`config.mk`:
```
export PLATFORM = sky130hd
export DESIGN_NAME = instruction_fetch_unit
export DESIGN_NICKNAME = d
export VERILOG_FILES = /design/src/rtl/ifu_pkg.sv /design/src/rtl/instruction_fetch_unit.sv
export SDC_FILE = /design/constraint.sdc
export NUM_CORES = 1
export LEC_CHECK = 0
export CORE_MARGIN = 2
export CORE_UTILIZATION = 71
export CTS_BUF_LIST = sky130_fd_sc_hd__clkbuf_4
export DETAILED_ROUTE_END_ITERATION = 10
export DONT_BUFFER_PORTS = 1
export PLACE_DENSITY = 0.93
export SYNTH_ARGS = -nofsm -noshare
export SYNTH_HDL_FRONTEND = slang
export SYNTH_SLANG_ARGS = --single-unit
export TNS_END_PERCENT = 100
```
`constraint.sdc`:
```
create_clock -name clk -period 3.8 [get_ports clk]
set_clock_uncertainty 0.1 [all_clocks]
set_input_delay 0.76 -clock clk [delete_from_list [all_inputs] [get_ports clk]]
set_output_delay 0.76 -clock clk [all_outputs]
set_load 0.05 [all_outputs]
```
`src/rtl/ifu_pkg.sv`:
```
// Shared types and constants for the instruction fetch unit.
package ifu_pkg;

  localparam int XLEN = 32;

  // Canonical addi x0,x0,0 for inserting bubbles downstream.
  localparam logic [XLEN-1:0] NOP_INSTR = 32'h0000_0013;

  typedef enum logic [1:0] {
    S_IDLE = 2'd0,
    S_WAIT = 2'd1,
    S_HOLD = 2'd2,
    S_DROP = 2'd3
  } ifu_state_e;

endpackage

```
`src/rtl/instruction_fetch_unit.sv`:
```
// Fetch PC owner and IF/ID writer; one outstanding imem request at a time.
// Optional perf counters are enabled by defining IFU_PERF_CNT_EN.
//
// state  | meaning
// S_IDLE | ready to issue a request at fetch_pc
// S_WAIT | request outstanding, response will be captured
// S_HOLD | fetched word presented on if_*, waiting for id_ready
// S_DROP | redirected while a request was outstanding; discard its response
module instruction_fetch_unit
  import ifu_pkg::*;
#(
  parameter logic [XLEN-1:0] RESET_PC = 32'h0000_0000,
  parameter int unsigned     PC_STEP  = 4
) (
  input  logic            clk,
  input  logic            reset,
  output logic            imem_req,
  output logic [XLEN-1:0] imem_addr,
  input  logic            imem_rvalid,
  input  logic [XLEN-1:0] imem_rdata,
  output logic            if_valid,
  output logic [XLEN-1:0] if_pc,
  output logic [XLEN-1:0] if_instruction,
  input  logic            id_ready,
  input  logic            redirect_valid,
  input  logic [XLEN-1:0] redirect_pc
`ifdef IFU_PERF_CNT_EN
  ,
  output logic [31:0]     perf_fetch_cnt,
  output logic [31:0]     perf_stall_cnt
`endif
);

  localparam logic [XLEN-1:0] STEP = XLEN'(PC_STEP);

  ifu_state_e      state_q, state_d;
  logic [XLEN-1:0] fetch_pc_q;
  logic            capture;
  logic            transfer;

  always_ff @(posedge clk or negedge reset) begin
    if (!reset) begin
      state_q <= S_IDLE;
    end else begin
      state_q <= state_d;
    end
  end

  // Redirect always wins over a response or a transfer.
  always_comb begin
    state_d = state_q;
    unique case (state_q)
      S_IDLE: begin
        if (!redirect_valid) state_d = S_WAIT;
      end
      S_WAIT: begin
        if (redirect_valid)   state_d = imem_rvalid ? S_IDLE : S_DROP;
        else if (imem_rvalid) state_d = S_HOLD;
      end
      S_HOLD: begin
        if (redirect_valid) state_d = S_IDLE;
        else if (id_ready)  state_d = S_WAIT;
      end
      S_DROP: begin
        if (imem_rvalid) state_d = S_IDLE;
      end
      default: state_d = S_IDLE;
    endcase
  end

  always_comb begin
    imem_req = 1'b0;
    if_valid = 1'b0;
    capture  = 1'b0;
    unique case (state_q)
      S_IDLE: imem_req = !redirect_valid;
      S_WAIT: capture  = imem_rvalid && !redirect_valid;
      S_HOLD: begin
        if_valid = 1'b1;
        imem_req = id_ready && !redirect_valid;
      end
      default: ;
    endcase
    // The state register already reads S_IDLE under reset, but the request
    // must not leak out combinationally while reset is held.
    if (!reset) imem_req = 1'b0;
  end

  assign transfer  = if_valid && id_ready && !redirect_valid;
  assign imem_addr = fetch_pc_q;

  always_ff @(posedge clk or negedge reset) begin
    if (!reset) begin
      fetch_pc_q     <= RESET_PC;
      if_pc          <= '0;
      if_instruction <= '0;
    end else begin
      if (redirect_valid) begin
        fetch_pc_q <= redirect_pc;
      end else if (capture) begin
        fetch_pc_q <= fetch_pc_q + STEP;
      end
      if (capture) begin
        if_pc          <= fetch_pc_q;
        if_instruction <= imem_rdata;
      end
    end
  end

`ifdef IFU_PERF_CNT_EN
  always_ff @(posedge clk or negedge reset) begin
    if (!reset) begin
      perf_fetch_cnt <= '0;
      perf_stall_cnt <= '0;
    end else begin
      if (transfer)              perf_fetch_cnt <= perf_fetch_cnt + 32'd1;
      if (if_valid && !id_ready) perf_stall_cnt <= perf_stall_cnt + 32'd1;
    end
  end
`endif

endmodule
```
==> results of run 1 <==
==> cells by family after synthesis <==
logic type,share of synthesized area
AOI/OAI and AO/OA,0.0443
buffers and inverters,0.0242
adders and majority gates,0.00288
xor gates and xnor gates,0.0544
DFF,0.564
and+or+nand+nor,0.155
muxes,0.155
==> cells in the final DEF, fill, tap and decap left out, types with 3 or more instances in the layout <==
master	synthesis	layout
inv_1	3	3
o21ai_1	4	4
and3_1	3	3
dfrtp_1	98	98
nor4_4	3	3
nand2b_1	4	4
o21ai_0	25	25
clkbuf_4	0	9
xor2_1	12	12
mux2_2	59	59
nor3_1	7	7
nor3_2	3	3
nor2_1	5	5
nand4_1	9	9
nand3_1	11	11
xnor2_1	15	15
nand2_1	58	58
==> timing repair <==
item / 4_1_cts / 5_1_grt
resized for setup: 0 / 0
hold buffers: 1 / 0
hold endpoints to repair: 98 / 0
==> path summary, 6_finish.rpt <==
| path | startpoint | endpoint | slack [ns] |
|---|---|---|---|
| worst min register to register | state_q[1]$_DFFE_PN0P_ | state_q[1]$_DFFE_PN0P_ | 0.63 |
| min in group clk | redirect_valid | imem_addr[25]$_DFFE_PN0P_ | 0.31 |
| worst min-delay path | reset | imem_addr[23]$_DFFE_PN0P_ | 0.12 |
| worst max register to register | imem_addr[2]$_DFFE_PN0P_ | imem_addr[18]$_DFFE_PN0P_ | 1.21 |
| worst max-delay path | state_q[1]$_DFFE_PN0P_ | imem_req | 1.10 |
| max in group asynchronous | reset | imem_addr[28]$_DFFE_PN0P_ | 3.08 |
==> flip-flops by register name (all words and copies together) (netlist names) <==
register,count
if_instruction,32
if_pc,32
imem_addr,32
state_q,2
==> cell type report <==
cell class                 instances  area (sq um)
clock buffer                       9          67.6
clock inverter                     7          91.3
fill                             387          1350
inverter                           3          11.3
multi-input combinational        245          1820
sequential                        98          2450
tap                               75          93.8
timing repair buffer               3          42.5
==> power by group through the flow <==
stage	Sequential [uW]	Combinational, uW	Clock [uW]
final	2950	474	599
after global routing	3010	525	660
after CTS	2960	482	613
after detailed placement	2980	456	0
after global placement	2960	423	0
after floorplan	2890	402	0
==> worst register-to-register path, delay by kind of cell, from the launching register on <==
family	cells	cell delay (ns)
adders and majority gates	1	0.32
DFF	1	0.73
and+or+nand+nor	3	0.89
muxes	1	0.28
xor gates and xnor gates	1	0.17
==> per-stage QoR <==
step           area [sq um]  hold slack, ns  total power, uW   util  std cells
5_1_grt                4580           0.136             4200  0.773        440
3_5_place_dp           4390           0.366             3440  0.741        423
6_report               4580           0.116             4030  0.773        440
2_1_floorplan          4350           0.364             3290      -        365
3_3_place_gp           4390           0.366             3380  0.741        423
4_1_cts                4580           0.145             4050  0.773        440
==> metal layers <==
layer / part of all wire / up-vias / GRT usage
li1: - / 1266 / -
met1: 0.39 / 1317 / 0.311
met2: 0.50 / 129 / 0.440
met3: 0.092 / 12 / 0.0946
met4: 0.013 / 0 / 0.102
met5: 0 / - / 0
==> results.md, run 1 <==
* Number of slew-limit violations in the final report at 0
* DR vias at 2724
* Top_reg_cell synth: dfrtp_1
* IO buf count at 0
* Most common cell in the synthesized netlist: dfrtp_1
* Total congestion overflow after global routing at 0
* Cell-by-cell listing of the critical path: nand2b_1 -> nand2b_1 -> nor3b_2
* Type of the setup path with the least slack: reg -> out
* Synthesized area divided by synthesized cell count at 11.9 sq um
* Total nets after synthesis at 435
* Highest clock rate at 371 MHz
* Switching portion of total power at 0.521
* Cell depth of the worst setup path at 3
* Largest net degree at the start of global routing at 99
* Vias in the first global route at 2732
* Die span in x at 82.3 um
* Maximum cell stage delay along the critical path at 0.70 ns
* Tightest Pin Transition at 0.950 ns
* Summed instance area of the synthesized netlist at 0.00435 sq mm
* Power density relative to cell area at 880 mW/mm^2
* Largest cells by area after synthesis: dfrtp_1 (56%), mux2_2 (15%), nand2_1 (5.0%)
* Std-Cell Core Area at 0.00592 sq mm
* Cell count after synthesis at 365
* Bufs on Longest Clock Path at 2
* Height of the die at 82.3 um
* Library cell used as clock root buffer: clkbuf_4
* Total of max-cap violations at 0
* Clk Latency, worst-skew pair at 0.43 ns
* Setup_tns at 0 ns
* Overall global routing resource usage at 0.263
* Fin worst setup slack at 1.10 ns
* Buf/Inv on CP at 0
* I/O pin total at 167
* Row count at 28
* Type of the worst min-delay path: in -> async
* Number of buffers added by the clock tree synthesis step at 9
* Largest delay contributor family on the critical path: simple AND/OR/NAND/NOR gates
* Yosys reg bits at 98
* Setup repair after global routing missed its margin: false
* Number of enable-type register cells in the synthesized netlist at 0
* Clock share of power at 0.149
* Antenna-violating nets left at 0
* Headroom to the max-slew limit at 0.365
* Half-perimeter wire length of the detailed placement result at 6.31 mm
* Number of hold violations in the final report at 0
* Ratio of cells with drive above 1 in the final layout at 0.252
* Post-DR wirelength/cell at 20.2 um
* Depth of the worst register-to-register path at 6
* Clock Sink Count at 98
* Post-CTS Setup Bufs at 0
* Number of DRC violations after detailed-routing iteration 0 at 140
* Total wirelength of the detailed-routed design at 8.90 mm
* Per-cell via count in the routed design at 6.19
* Sequential-to-total area share from yosys stat at 0.564
* Yosys warning count at 0
* Clock transition at the registers of the reported paths at 0.13 ns
* Placer Congestion at 0.744
* Kind of end point of the critical path: output pin
* Net count, final at 430
* Cell taking the most area after synthesis: dfrtp_1
* Crit start category: flop
* Cell repeated most along the worst path: nand2b_1
* Yosys top cell area share at 0.564
* Wire length of the first global-routing pass at 13.3 mm
* Largest fanout on the critical path at 7
* Status: finished clean
* Internal power at 1930 uW
* CTS tree: built
* Antenna violations before repair at 0
* Effective utilization at floorplan at 0.735
* Worst IR drop on VDD at 0.589 mV
* Pleak at 0.00193 uW
* Commonest cells post-synth: dfrtp_1 (98), mux2_2 (59), nand2_1 (58)
* Reg power frac at 0.733
* Number of distinct library cells after synthesis at 42
* Slowest stage cell, crit path: nor3b_2
* Asr flop ratio synth at 1.00
* Critical Path AT at 1.84 ns
* Layout area overhead at 5.21%
* Combinational power share at 0.118
* Detailed-router iteration count before antenna repair at 4
* Maximum level of the CTS H-tree at 3
* Switching power total at 2100 uW
* Number of diodes added for antenna fixing at 0
* Pre-CTS worst setup slack at 1.21 ns
* Floorplan die area at 0.00677 sq mm
* DRC Markers at 0
* Final clock period utilization by the worst path at 0.709
* CP Data Required Time at 2.94 ns
* Number of endpoints failing setup at the final stage at 0
* Final period demand of the worst path at 2.70 ns
(Power assumes the default switching activity.)
==> run 2: changes to the inputs <==
CORE_UTILIZATION = 66   (was 71)
PLACE_DENSITY = 0.88   (was 0.93)
clock period = 2.75 ns   (was 3.8 ns; I/O delays follow)
==> run 2 against run 1 <==
Against the previous run:
- the run now ends with hold timing left
- setup slack lost 0.51 ns
- register-to-register slack lost 0.58 ns
- clock power grew 22%
- design area grew 3.7%
- sequential power grew 33%
- power grew 36%
- first-iteration DRC count shrank 34%
- critical path type unchanged
- global-route usage shrank 0.88 points
- critical endpoint unchanged
- wire length grew 1.0%
- critical path depth grew 1
- highest routed layer unchanged
- via count grew 3.1%
- sequential share of layout area shrank 1.9 points
==> results.md, run 2 (synthesized netlist as in run 1, its figures left out) <==
* DRC Markers at 0
* Type of the worst min-delay path: in -> async
* Crit start category: flop
* Post-DR wirelength/cell at 19.2 um
* Largest net degree at the start of global routing at 100
* Number of diodes added for antenna fixing at 0
* Total of max-cap violations at 0
* Effective utilization at floorplan at 0.685
* Kind of end point of the critical path: output pin
* Antenna-violating nets left at 0
* Final period demand of the worst path at 2.15 ns
* Non-Filler Cell Area, Final at 0.00474 sq mm
* Height of the die at 85.2 um
* Post-CTS Setup Bufs at 0
* IO buf count at 0
* Setup_tns at 0 ns
* Net count, final at 456
* DR vias at 2809
* Final clock period utilization by the worst path at 0.783
* Switching portion of total power at 0.520
* Number of DRC violations after detailed-routing iteration 0 at 92
* Violations in the final reports: hold timing
* Layout area overhead at 9.09%
* Largest delay contributor family on the critical path: flip-flops
* Headroom to the max-slew limit at 0.578
* Power, Total at 5490 uW
* CTS tree: built
* Cell-by-cell listing of the critical path: nand2b_1 -> nand2b_1 -> nor3b_2 -> buf_4
* Floorplan die area at 0.00725 sq mm
* Placer Congestion at 0.783
* GR Util met3 at 0.0827
* Number of buffers added by the clock tree synthesis step at 9
* Die span in x at 85.2 um
* Total wirelength of the detailed-routed design at 8.99 mm
* Per-cell via count in the routed design at 6.00
* Vias in the first global route at 2898
* Tightest Pin Transition at 0.632 ns
* Most common cell after layout, fill and taps aside: dfrtp_1
* Combinational power share at 0.154
* Worst slack on hold paths at -0.300 ns
* Maximum cell stage delay along the critical path at 0.47 ns
* Met2 usage at 0.425
* Clock transition at the registers of the reported paths at 0.14 ns
* Largest fanout on the critical path at 7
* Power density relative to cell area at 1160 mW/mm^2
* Pleak at 0.00204 uW
* Most heavily used metal layer in global routing: met2
* CP Data Required Time at 2.10 ns
* Std-Cell Core Area at 0.00635 sq mm
* Number of endpoints failing setup at the final stage at 0
* Placed inst area at 0.00461 sq mm
* Commonest cells after routing, fill and taps aside: dfrtp_1 (98), mux2_2 (59), nand2_1 (58)
* GR Layer Usage met1 at 0.306
* Worst IR drop on VDD at 0.882 mV
* Detailed-router iteration count before antenna repair at 4
* Post-Place Cells at 452
* Overall global routing resource usage at 0.255
* I/O pin total at 167
* Clock share of power at 0.133
* Number of hold violations in the final report at 98
* Quantity of gates resized following cts at 0
* Total congestion overflow after global routing at 0
* Buf/Inv on CP at 1
* Reg power frac at 0.712
* Critical Path AT at 1.50 ns
* Library cell used as clock root buffer: clkbuf_4
* Switching power total at 2850 uW
* Cell repeated most along the worst path: nand2b_1
* Wire length of the first global-routing pass at 14.3 mm
* Antenna violations before repair at 0
* Number of slew-limit violations in the final report at 0
* Post-layout instance count excluding filler cells at 468
* Half-perimeter wire length of the detailed placement result at 6.59 mm
* Clk Latency, worst-skew pair at 0.42 ns
* Clock Sink Count at 98
* Ratio of cells with drive above 1 in the final layout at 0.302
* Setup repair after global routing missed its margin: false
* Type of the setup path with the least slack: reg -> out
* Row count at 29
* Maximum level of the CTS H-tree at 3
* Bufs on Longest Clock Path at 2
* Status: complete, but fails checks
* Internal power at 2640 uW
* Slowest stage cell, crit path: dfrtp_1
* Highest clock rate at 464 MHz
[run 2: cell types whose count changed in the layout (fill, tap and decap cells not counted)]
cell,change
bufinv_16,-1
clkinvlp_4,+1
clkinv_4,+1
buf_16,-1
clkbuf_4,+2
buf_12,+1
inv_6,-2
clkinv_2,-1
buf_4,+26
[run 2: path summary, 6_finish.rpt]
kind                                           start                             end  slack, ns  cells past startpoint
min in group clk                      redirect_valid       imem_addr[25]$_DFFE_PN0P_       0.09                      1
max reg2reg                 imem_addr[3]$_DFFE_PN0P_       imem_addr[26]$_DFFE_PN0P_       0.63                      7
min                                            reset           if_pc[12]$_DFFE_PN0P_      -0.30                      0
max                           state_q[1]$_DFFE_PN0P_                        imem_req       0.60                      4
min reg2reg                imem_addr[10]$_DFFE_PN0P_       imem_addr[10]$_DFFE_PN0P_       0.54                      2
max in group asynchronous                      reset  if_instruction[21]$_DFFE_PN0P_       2.69                      0
[run 2: final cells by class]
| class | instances | area (sq um) |
|---|---|---|
| Clock buffer | 11 | 82.6 |
| Clock inverter | 5 | 55.1 |
| Fill cell | 422 | 1610 |
| Inverter | 3 | 11.3 |
| Multi-Input combinational cell | 245 | 1820 |
| Sequential cell | 98 | 2450 |
| Tap cell | 77 | 96.3 |
| Timing Repair Buffer | 29 | 230 |
[run 2: per-stage QoR]
step | utilization | worst slack (ns)
after floorplan | - | 0.0419
after global placement | 0.726 | 0.715
after detailed placement | 0.726 | 0.656
after CTS | 0.747 | 0.556
after global routing | 0.747 | 0.451
final | 0.747 | 0.596
[run 2: power groups by stage]
stage | clock [uW] | sequential [uW] | combinational [uW]
after floorplan | 0 | 3990 | 555
after global placement | 0 | 3920 | 813
after detailed placement | 0 | 3950 | 855
after CTS | 753 | 3920 | 858
after global routing | 806 | 3980 | 928
final | 733 | 3910 | 847
[run 2: per-layer routing]
metal / up-vias / part of all wire / wire length (um)
met4: 0 / 0.015 / 136
met3: 12 / 0.098 / 877
li1: 1306 / - / -
met2: 139 / 0.50 / 4480
met1: 1352 / 0.39 / 3500
met5: - / 0 / 0
==> run 3: changes to the inputs <==
clock period = 2.09 ns   (was 2.75 ns; I/O delays follow)
==> run 3 against run 2 <==
Against the previous run:
- the run still ends with hold timing left
- flip-flop and latch count did not move
- design area is 10% higher
- cell count up 9.8%
- critical path depth stayed put
- combinational power up 52%
- first-iteration DRC count grew 96%
- critical endpoint unchanged
- largest power group unchanged
==> results.md, run 3 (synthesized netlist as in run 1, its figures left out) <==
* Switching power total at 3880 uW
* Ratio of cells with drive above 1 in the final layout at 0.316
* Post-DR wirelength/cell at 20.6 um
* Reg-to-reg critical path startpoint: state_q[1]$_DFFE_PN0P_
* Area taken by multi-input logic gates at 0.00183 sq mm
* Number of hold violations in the final report at 98
* Met2 usage at 0.481
* Commonest cells after routing, fill and taps aside: dfrtp_1 (90), mux2_2 (59), nand2_1 (58)
* Overall global routing resource usage at 0.274
* Maximum level of the CTS H-tree at 3
* Per-cell via count in the routed design at 5.96
* Layout area overhead at 20.4%
* IO buf count at 0
* Depth of the worst register-to-register path at 4
* Worst IR drop on VDD at 1.14 mV
* Effective utilization at floorplan at 0.685
* Most heavily used metal layer in global routing: met2
* Placer Congestion at 0.846
* Post-layout instance count excluding filler cells at 514
* Library cell used as clock root buffer: clkbuf_4
* Worst slack on hold paths at -0.464 ns
* Antenna violations before repair at 0
* Highest clock rate at 488 MHz
* Total of max-cap violations at 0
* Row count at 29
* Detailed-router iteration count before antenna repair at 4
* Std-Cell Core Area at 0.00635 sq mm
* Height of the die at 85.2 um
* I/O pin total at 167
* Power density relative to cell area at 1440 mW/mm^2
* Power, Total at 7520 uW
* Status: complete, but fails checks
* Largest fanout on the critical path at 5
* Wire length of the first global-routing pass at 15.4 mm
* Placed inst area at 0.00470 sq mm
* Clock share of power at 0.145
* Post-Place Cells at 462
* GR Util met3 at 0.0895
* Clock Sink Count at 98
* Internal power at 3640 uW
* Reg power frac at 0.683
* Number of diodes added for antenna fixing at 0
* Violations in the final reports: hold timing
* Register-to-register setup slack at 0.15 ns
* Critical Path AT at 1.53 ns
* Number of buffers added by the clock tree synthesis step at 9
* Type of the setup path with the least slack: reg -> out
* Bufs on Longest Clock Path at 2
* CTS tree: built
* CP Data Required Time at 1.57 ns
* Tightest Pin Transition at 0.549 ns
* Antenna-violating nets left at 0
* Seq. cell area at 0.00246 sq mm
* Type of the worst min-delay path: in -> async
* Number of endpoints failing setup at the final stage at 0
* Combinational power share at 0.172
* Most common cell after layout, fill and taps aside: dfrtp_1
* Floorplan die area at 0.00725 sq mm
* Die span in x at 85.2 um
* Final period demand of the worst path at 2.05 ns
* Kind of end point of the critical path: output pin
* Vias in the first global route at 3099
* Total congestion overflow after global routing at 0
* Pleak at 0.00227 uW
* Number of DRC violations after detailed-routing iteration 0 at 180
* Non-Filler Cell Area, Final at 0.00524 sq mm
* Clock transition at the registers of the reported paths at 0.15 ns
* Filler Cells Inserted at 356
* GR Layer Usage met1 at 0.325
* DR vias at 3066
* Final clock period utilization by the worst path at 0.980
* Total wirelength of the detailed-routed design at 10.6 mm
* Worst reg2reg path endpoint: if_instruction[22]$_DFFE_PN0P_
* Half-perimeter wire length of the detailed placement result at 6.82 mm
* Switching portion of total power at 0.516
* Headroom to the max-slew limit at 0.634
* Number of slew-limit violations in the final report at 0
* Clk Latency, worst-skew pair at 0.45 ns
* Net count, final at 503
* Largest net degree at the start of global routing at 100
* DRC Markers at 0
* Crit start category: flop
[run 3: cell types whose count changed in the layout (fill, tap and decap cells not counted), moves of 2 or more]
cell           delta
dfrtp_1           -8
clkbuf_4          -2
dlygate4sd3_1    +34
buf_4            +11
dfrtp_2           +8
[run 3: worst max-delay path by stage]
stage / startpoint / end
after floorplan: imem_addr[12]$_DFFE_PN0P_ / imem_addr[31]$_DFFE_PN0P_
after global placement: state_q[1]$_DFFE_PN0P_ / imem_addr[15]$_DFFE_PN0P_
after detailed placement: state_q[1]$_DFFE_PN0P_ / imem_addr[28]$_DFFE_PN0P_
after CTS: state_q[1]$_DFFE_PN0P_ / imem_req
after global routing: state_q[1]$_DFFE_PN0P_ / imem_req
final: state_q[1]$_DFFE_PN0P_ / imem_req
[run 3: critical path: stages (launching register included)]
cell      delay (ns)
dfrtp_2         0.48
nand2b_4        0.09
nand2b_1        0.10
nor3b_2         0.22
buf_6           0.19
[run 3: cell type report]
cell class	instances	share of cell area
clock buffer	9	0.0129
sequential	98	0.470
multi-input combinational	245	0.350
clock inverter	6	0.0155
tap	77	0.0184
inverter	3	0.00215
timing repair buffer	76	0.131
[run 3: timing repair]
item	CTS	global route
hold buffers	19	16
buffers inserted	0	2
pin swaps	0	1
endpoints found under the setup margin	1	1
gates resized for setup	2	1
hold endpoints to repair	127	113
[run 3: layer usage]
metal / vias to the layer above / routed length [um] / share of wire
met3: 7 / 877 / 0.083
li1: 1395 / - / -
met5: - / 0 / 0
met4: 0 / 104 / 0.0098
met1: 1525 / 3850 / 0.36
met2: 139 / 5750 / 0.54
[run 3: power groups by stage]
stage               registers [uW]  clock network (uW)  logic, uW
floorplan                     5250                   0        734
global placement              5130                   0       1130
detailed placement            5170                   0       1190
CTS                           5120                1090       1230
global route                  5210                1170       1390
finish                        5140                1090       1290
[run 3: metrics by stage]
step,TNS (ns),util,setup WS [ns]
after floorplan,0,-,0.00259
after global placement,0,0.740,0.267
after detailed placement,0,0.740,0.218
after CTS,0,0.796,0.00982
after global routing,-0.0219,0.825,-0.0219
final,0,0.825,0.0420
